$ cat src/rtl/fetch_buffer.sv
// fetch_buffer
//   Instruction-fetch stage that sits directly after the PC stage. Each cycle
//   it may issue a read of the current pc to instruction memory. The data
//   returns one cycle later and is queued with its pc in a small FIFO, which
//   feeds decode through a valid/ready handshake. Issue is throttled so that
//   queued plus in-flight fetches never exceed DEPTH. A flush discards
//   everything queued and in flight.
//
//   Optional feature (macro FETCH_BYPASS_EN): when the FIFO is empty, a
//   returning fetch is presented to decode in the same cycle it arrives. If
//   decode accepts it there, it is never written to the FIFO.
//
// Ports
//   clk         clock, all state updates on the rising edge
//   rst         synchronous active-high reset
//   pc          current pc from the PC stage
//   flush       redirect: kill queued and in-flight fetches
//   imem_en     fetch request this cycle
//   imem_addr   fetch address (equals pc)
//   imem_rdata  instruction, valid one cycle after imem_en
//   pc_advance  PC stage may update pc this cycle (equals imem_en)
//   d_valid     an entry is presented to decode
//   d_ready     decode accepts the presented entry
//   d_instr     head instruction
//   d_pc        pc of the head instruction
//   d_pcplus4   d_pc + 4, wrapping
//   count       current FIFO occupancy
module fetch_buffer #(
  parameter int ADDRESS_WIDTH = 32,
  parameter int DATA_WIDTH    = 32,
  parameter int DEPTH         = 4
) (
  input  logic                         clk,
  input  logic                         rst,
  input  logic [ADDRESS_WIDTH-1:0]     pc,
  input  logic                         flush,
  output logic                         imem_en,
  output logic [ADDRESS_WIDTH-1:0]     imem_addr,
  input  logic [DATA_WIDTH-1:0]        imem_rdata,
  output logic                         pc_advance,
  output logic                         d_valid,
  input  logic                         d_ready,
  output logic [DATA_WIDTH-1:0]        d_instr,
  output logic [ADDRESS_WIDTH-1:0]     d_pc,
  output logic [ADDRESS_WIDTH-1:0]     d_pcplus4,
  output logic [$clog2(DEPTH+1)-1:0]   count
);

  localparam int PTR_W = $clog2(DEPTH);
  localparam int CNT_W = $clog2(DEPTH + 1);

  // FIFO storage, split into instruction and pc arrays indexed by pointer.
  logic [DATA_WIDTH-1:0]    mem_instr [DEPTH];
  logic [ADDRESS_WIDTH-1:0] mem_pc    [DEPTH];

  logic [PTR_W-1:0]         rd_ptr;
  logic [PTR_W-1:0]         wr_ptr;
  logic [CNT_W-1:0]         count_next;

  logic                     inflight;
  logic [ADDRESS_WIDTH-1:0] inflight_pc;

  logic [CNT_W:0]           reserved;
  logic                     resp_valid;
  logic                     bypass_hit;
  logic                     bypass_take;
  logic                     push;
  logic                     fifo_pop;
  logic                     fifo_nonempty;

  // ---------------------------------------------------------------------------
  // Issue. A request is only allowed when a FIFO slot is still unclaimed by
  // queued entries and the outstanding fetch, so a returning response always
  // has somewhere to go.
  // ---------------------------------------------------------------------------
  assign reserved   = {1'b0, count} + (CNT_W + 1)'(inflight);
  assign imem_en    = !rst && !flush && (reserved < (CNT_W + 1)'(DEPTH));
  assign imem_addr  = pc;
  assign pc_advance = imem_en;

  // A response arriving in a flush cycle belongs to the old path.
  assign resp_valid    = inflight && !flush;
  assign fifo_nonempty = (count != '0);

`ifdef FETCH_BYPASS_EN
  // Empty FIFO: forward the returning fetch straight to decode. It is only
  // written to the FIFO if decode does not take it this cycle.
  assign bypass_hit  = !rst && resp_valid && !fifo_nonempty;
  assign bypass_take = bypass_hit && d_ready;
`else
  assign bypass_hit  = 1'b0;
  assign bypass_take = 1'b0;
`endif

  assign push     = resp_valid && !bypass_take;
  assign fifo_pop = fifo_nonempty && d_ready && !flush;

  // ---------------------------------------------------------------------------
  // Occupancy. Push and pop together leave count unchanged; the issue
  // reservation means push never lands on a full FIFO.
  // ---------------------------------------------------------------------------
  always_comb begin
    // NOTE: every always_comb output gets a default first so no path can
    // leave it unassigned and infer a latch.
    count_next = count;
    if (push && !fifo_pop) begin
      count_next = count + CNT_W'(1);
    end else if (!push && fifo_pop) begin
      count_next = count - CNT_W'(1);
    end
  end

  // ---------------------------------------------------------------------------
  // Control state: pointers, occupancy and the in-flight flag.
  // ---------------------------------------------------------------------------
  // NOTE: sequential state is written with non-blocking assignments so every
  // register samples pre-edge values, independent of statement order.
  always_ff @(posedge clk) begin
    if (rst) begin
      rd_ptr   <= '0;
      wr_ptr   <= '0;
      count    <= '0;
      inflight <= 1'b0;
    end else if (flush) begin
      rd_ptr   <= '0;
      wr_ptr   <= '0;
      count    <= '0;
      inflight <= 1'b0;
    end else begin
      inflight <= imem_en;
      count    <= count_next;
      if (push) begin
        wr_ptr <= (wr_ptr == PTR_W'(DEPTH - 1)) ? '0 : wr_ptr + PTR_W'(1);
      end
      if (fifo_pop) begin
        rd_ptr <= (rd_ptr == PTR_W'(DEPTH - 1)) ? '0 : rd_ptr + PTR_W'(1);
      end
    end
  end

  // pc of the outstanding request, paired with imem_rdata on its return.
  always_ff @(posedge clk) begin
    if (imem_en) begin
      inflight_pc <= pc;
    end
  end

  // NOTE: the storage array has no reset; an entry is only ever read after it
  // has been written, and the head outputs are forced to zero while invalid.
  always_ff @(posedge clk) begin
    if (push && !rst) begin
      mem_instr[wr_ptr] <= imem_rdata;
      mem_pc[wr_ptr]    <= inflight_pc;
    end
  end

  // ---------------------------------------------------------------------------
  // Head presentation. Outputs read zero whenever nothing is presented, which
  // also gives the all-zero head after reset.
  // ---------------------------------------------------------------------------
  assign d_valid = !rst && (fifo_nonempty || bypass_hit);

  always_comb begin
    d_instr = '0;
    d_pc    = '0;
    if (d_valid) begin
      if (bypass_hit) begin
        d_instr = imem_rdata;
        d_pc    = inflight_pc;
      end else begin
        d_instr = mem_instr[rd_ptr];
        d_pc    = mem_pc[rd_ptr];
      end
    end
  end

  // Carry out of the top bit is dropped, so 0xFFFF_FFFC + 4 wraps to 0.
  assign d_pcplus4 = d_valid ? (d_pc + ADDRESS_WIDTH'(4)) : '0;

endmodule

$ cat config.mk
export PLATFORM = sky130hd
export DESIGN_NAME = fetch_buffer
export DESIGN_NICKNAME = d
export VERILOG_FILES = /design/src/rtl/fetch_buffer.sv
export SDC_FILE = /design/constraint.sdc
export NUM_CORES = 1
export LEC_CHECK = 0
export CORE_UTILIZATION = 35
export DETAILED_ROUTE_END_ITERATION = 16
export SLEW_MARGIN = 15
export SYNTH_ARGS = -nofsm -noshare
export SYNTH_HDL_FRONTEND = slang
export SYNTH_SLANG_ARGS = --single-unit
$ cat constraint.sdc
create_clock -name clk -period 15.1 [get_ports clk]
set_input_delay 3.02 -clock clk [delete_from_list [all_inputs] [get_ports clk]]
set_output_delay 3.02 -clock clk [all_outputs]
set_load 0.01 [all_outputs]
---- After elaboration in Yosys (flattened, before gate mapping) ----
Memories as Yosys holds them, arrays and structs flattened. A register that Yosys moved wholly into a read port is not among the register bits.
Index checks and enable logic that the tools add are counted.
W data, S select, Z words.
storage, ports and cells
  register bits ........................... 40
  RAM bits ................................ 256
  bits of input ports ..................... 68
  output and inout port bits .............. 134
  word-level logic and storage cells ...... 45
  memories ................................ 2
memories
  memory     words  width  read ports  clocked after memory_dff  write ports  line  source
  mem_instr  4      32     1           1                         1            53    logic [DATA_WIDTH-1:0] mem_instr [DEPTH];
  mem_pc     4      32     1           1                         1            54    logic [ADDRESS_WIDTH-1:0] mem_pc [DEPTH];
cells by class
  $add $sub $neg .......................... 6
  $lt $le $gt $ge ......................... 1
  equality and inequality tests ........... 2
  muxes and demuxes ....................... 13
  reductions and logical operators ........ 16
operators with widths
  cell                     number
  $mux W32                 3
  $add A32 B3 Y32 const B  1
  $mux W2                  6
  $logic_and A1 B1 Y1      9
  $mux W3                  2
  $add A2 B1 Y2 const B    2
  $add A3 B1 Y4            1
  $eq A2 B2 Y1 const B     2
  $logic_not A1 Y1         4
  $lt A4 B3 Y1 const B     1
  $add A3 B1 Y3 const B    1
  $reduce_bool A3 Y1       1
  $sub A3 B1 Y3 const B    1
  $mux W1                  2
  $reduce_bool A2 Y1       1
  $reduce_or A2 Y1         1

---- Logic depth before layout (Yosys ltp) ----
  word-level depth ........................ 6
  depth in mapped cells ................... 11
  mapped depth without buffers ............ 9

---- Worst setup path after synthesis ----
No wires, ideal clock.
  kind .................................... in2out
  from .................................... in flush
  to ...................................... out pc_advance
  data arrival time ....................... 6740 ps
  required time ........................... 12080 ps
  setup slack ............................. 5340 ps
  stages .................................. 4
  path buffers ............................ 2
  path through ............................ or2_2 -> clkbuf_1 -> a311oi_1 -> buf_4
on the way
  word-level cells in the longest chain between the ends .. 3
ends and longest elaborated chain
  element                            line  source
  from (decl)                        36    input logic flush,
  $logic_not A1 Y1                   77    assign imem_en = !rst && !flush && (reserved < (CNT_W + 1)'(DEPTH));
  $logic_and A1 B1 Y1 (2 in series)  77
  to (decl)                          40    output logic pc_advance,
Every way passes these cells.

---- Worst setup path in the final report ----
  from .................................... in rst
  to ...................................... out d_pcplus4[25]
on the way
  word-level cells in the longest chain between the ends .. 5
ends and longest elaborated chain
  element                  line  source
  from (decl)              34    input logic rst,
  $logic_not A1 Y1 (*)     161   assign d_valid = !rst && (fifo_nonempty || bypass_hit);
  $logic_and A1 B1 Y1 (*)  161
  $mux W32                 166   if (d_valid) begin
  $add A32 B3 Y32          178   assign d_pcplus4 = d_valid ? (d_pc + ADDRESS_WIDTH'(4)) : '0;
  $mux W32 (*)             178
  to (decl)                45    output logic [ADDRESS_WIDTH-1:0] d_pcplus4,
Mark *: on every way between the ends. The rest lies on a longest branch, timed or not.

==> Flow_metrics.wiki <==
{| class="wikitable"
! Metric !! Value
|-
| Post-synth top area share || 0.709
|-
| CP Launch Type || input port
|-
| Busiest metal layer after global routing || met2
|-
| Post-layout min period || about 9.6 ns
|-
| Count of inserted antenna diode cells || 0
|-
| Cts hold-fix bufs || 0
|-
| Outcome || completed
|-
| Crit-path max FO || 65
|-
| Postcts setup bufs || 0
|-
| Setup slack on the worst flop-to-flop path || ~12 ns
|-
| Horizontal extent of the die || roughly 190 um
|-
| CP arrival || about 6.6 ns
|-
| Wire length of the first global-routing pass || slightly above 40000 um
|-
| Total routing usage reported by global routing || 0.154
|-
| Pin count of the biggest net entering global routing || 68
|-
| Most frequent cells in the layout || edfxtp_1 (288), clkdlybuf4s50_1 (201), and3_1 (59)
|-
| Die outline area || approximately 36000 sq um
|-
| Floorplan core area || 33900 sq um
|-
| Stage delay of the slowest cell on the critical path || 0.59 ns
|-
| Overall power of the completed layout || 0.00179 W
|-
| Setup repair after global routing missed its margin || no
|-
| Final hold viol count || 0
|-
| Port Buffer Count || 201
|-
| Placer congestion estimate || 0.724
|-
| Number of buffers between clock root and the deepest sink || 3
|-
| Vias in the first global route || 6635
|-
| Max stage delay cell, worst path || nor4_4
|-
| Fraction of final layout cells with drive strength greater than 1 || 0.153
|-
| Kind of critical path || in -> out
|-
| Transition time at the pin with the least slew margin || ~1.1 ns
|-
| Crit-path cells || clkdlybuf4s50_1, inv_2, buf_4, nand4_1, nor4_4, nand3_2, nor4_1, mux2_1, clkdlybuf4s50_1
|-
| Total nets after synthesis || 725
|-
| DRC viols || 0
|-
| Most common cell type on the critical path || clkdlybuf4s50_1
|-
| Total detailed-routing wirelength || approximately 27000 um
|-
| Power density normalized to cell area || 116 nW/um^2
|-
| DR vias/cell || 4.99
|-
| Filler Cells Inserted || 2941
|-
| CTS Buf Count || 34
|-
| GRT met1 Usage || 0.207
|-
| Cell Area, Synth || 12200 sq um
|-
| Number of clock sinks seen by CTS || between 200 and 300
|-
| Clock Skew || 0.0246 ns
|-
| Max frequency || about 0.10 GHz
|-
| Die span in y || 189 um
|-
| Register bit count reported by yosys || 298
|-
| Area Growth Syn to Fin || 26.8%
|-
| Gate count after technology mapping || 649
|-
| Quantity of gates resized following cts || 0
|-
| Maxcap violations || 0
|-
| CTS tree || done
|-
| Insertion delay of the later-clocked pin in the worst-skew pair || 0.52 ns
|-
| DRT Pass-1 Iters || 5
|-
| Final Max Slew Viols || 0
|-
| Number of antenna violations at the first check in global routing || 0
|-
| Remaining antenna violation count after routing || 0
|-
| Worst Path Required || 12.08 ns
|-
| H-tree level count || 2
|-
| Setup WS pre-CTS || about 5.6 ns
|-
| Count of different cell masters after synthesis || 42
|-
| Type of element capturing the critical path || primary output
|-
| Met2 Use GR || 0.245
|-
| Final worst-path cycle share || 0.634
|-
| Prevailing post-synth register cell || edfxtp_1
|-
| Final worst-path setup slack || 5.53 ns
|-
| Yosys warns || 0
|-
| Root buffer cell || clkbuf_16
|-
| Type of the most critical hold path || reg -> reg
|-
| Post-synthesis async set-or-reset flop share || 0
|-
| Multi-input logic area || between 2000 and 3000 sq um
|-
| Starting DRC count in detailed routing || about 430
|-
| Clk slew on worst S/H paths || 0.06 ns
|-
| Remaining global-route overflow || 0
|-
| Met3 usage || 0.0346
|-
| Slew margin rel. || 0.277
|-
| Initial Util || 0.360
|-
| Post-synthesis sequential area ratio || 0.726
|-
| Number of flops mapped to enable cells by yosys || ~290
|-
| Count of vias placed by the detailed router || 6482
|-
| Post-Route Setup TNS || 0 ns
|-
| Mean instance size in the synthesized netlist || between 15 and 20 sq um
|-
| Max IR drop VDD || between 0.07 and 0.08 mV
|-
| Final net count || 904
|-
| Leakage dissipation || 5.08 nW
|-
| Leading cell type in the layout, fill and taps excluded || edfxtp_1
|-
| Yosys top cell by area || edfxtp_1
|-
| Site Rows || 67
|-
| Most area-consuming cells after synthesis || edfxtp_1 (71%), mux4_2 (9.8%), and3_1 (3.2%), mux4_1 (2.4%), buf_4 (2.2%)
|-
| Dpl hpwl || 16400 um
|-
| Average wire per cell in the routed design || 21.1 um
|-
| Final setup viols || 0
|-
| Area of all sequential standard cells || ~9000 sq um
|-
| Number of top-level pins || 202
|}
-- state kept, by name, summed over array words and instances (netlist names), named ones only --
| signal | flops |
|---|---|
| wr_ptr | 2 |
| mem_instr | 128 |
| inflight_pc | 32 |
| count | 3 |
| inflight | 1 |
| mem_pc | 128 |
| rd_ptr | 2 |
-- cell usage after synthesis (5+ instances only) --
| cell | number |
|---|---|
| nand2_1 | 9 |
| mux4_1 | 11 |
| inv_1 | 14 |
| a21oi_1 | 10 |
| edfxtp_1 | 288 |
| buf_4 | 36 |
| buf_2 | 5 |
| xnor2_1 | 10 |
| clkbuf_1 | 20 |
| xor2_1 | 13 |
| nand3_1 | 12 |
| o21ai_0 | 5 |
| nand4_1 | 9 |
| or3_1 | 6 |
| and3_1 | 63 |
| dfxtp_1 | 10 |
| mux4_2 | 53 |
| ha_1 | 7 |
| nor2_1 | 32 |
-- cell families (layout without fill, tap and decap cells) --
group                      count (synthesis)  in the layout  synth area share
DFF                                      298            298             0.726
buffers and inverters                     82            284            0.0431
AOI/OAI and AO/OA                         19             19           0.00883
adders and majority gates                  8              8           0.00883
and+or+nand+nor                          152            152            0.0727
muxes                                     67             67             0.124
xor gates and xnor gates                  23             23            0.0165
-- area by class of cell --
| type | instances | share of cell area |
|---|---|---|
| clock buffer | 38 | 0.0560 |
| timing repair buffer | 211 | 0.135 |
| multi-input combinational | 269 | 0.185 |
| clock inverter | 21 | 0.0116 |
| sequential | 298 | 0.573 |
| inverter | 14 | 0.00340 |
| tap | 448 | 0.0363 |
-- critical path, delay by kind of cell --
| family | cells | cell delay (ns) |
|---|---|---|
| mux | 1 | 0.41 |
| buf+inv | 4 | 1.55 |
| simple gates | 4 | 1.53 |
-- per-layer routing --
layer | wire (um) | share of wire | vias to the layer above
li1 | - | - | 2930
met2 | 13100 | 0.48 | 216
met3 | 1820 | 0.067 | 49
met5 | 0 | 0 | -
met1 | 11800 | 0.43 | 3287
met4 | 687 | 0.025 | 0
-- worst paths after layout --
kind                                from               endpoint  cells past startpoint
setup / recovery                     rst          d_pcplus4[25]                      9
hold / removal    rd_ptr[1]$_SDFFE_PN0P_               register                      2
setup reg to reg   count[0]$_SDFFE_PN0P_  count[2]$_SDFFE_PN0P_                     10
hold reg to reg   rd_ptr[1]$_SDFFE_PN0P_               register                      2
-- report_power, final --
part | total, W | internal [W] | switching [W] | leakage, nW
logic | 0.0000949 | 0.0000494 | 0.0000455 | 1.89
clock network | 0.000770 | 0.000450 | 0.000320 | 0.503
registers | 0.000921 | 0.000915 | 0.00000671 | 2.69
-- metrics by stage --
step / hold slack (ns) / std cells / instance area (sq um) / util
floorplan: 0.454 / 649 / 12200 / -
global placement: 0.459 / 1240 / 14400 / 0.426
detailed placement: 0.468 / 1240 / 14400 / 0.426
CTS: 0.478 / 1299 / 15500 / 0.456
global route: 0.495 / 1299 / 15500 / 0.456
finish: 0.480 / 1299 / 15500 / 0.456
No activity file was read; power rests on OpenSTA's default activity.
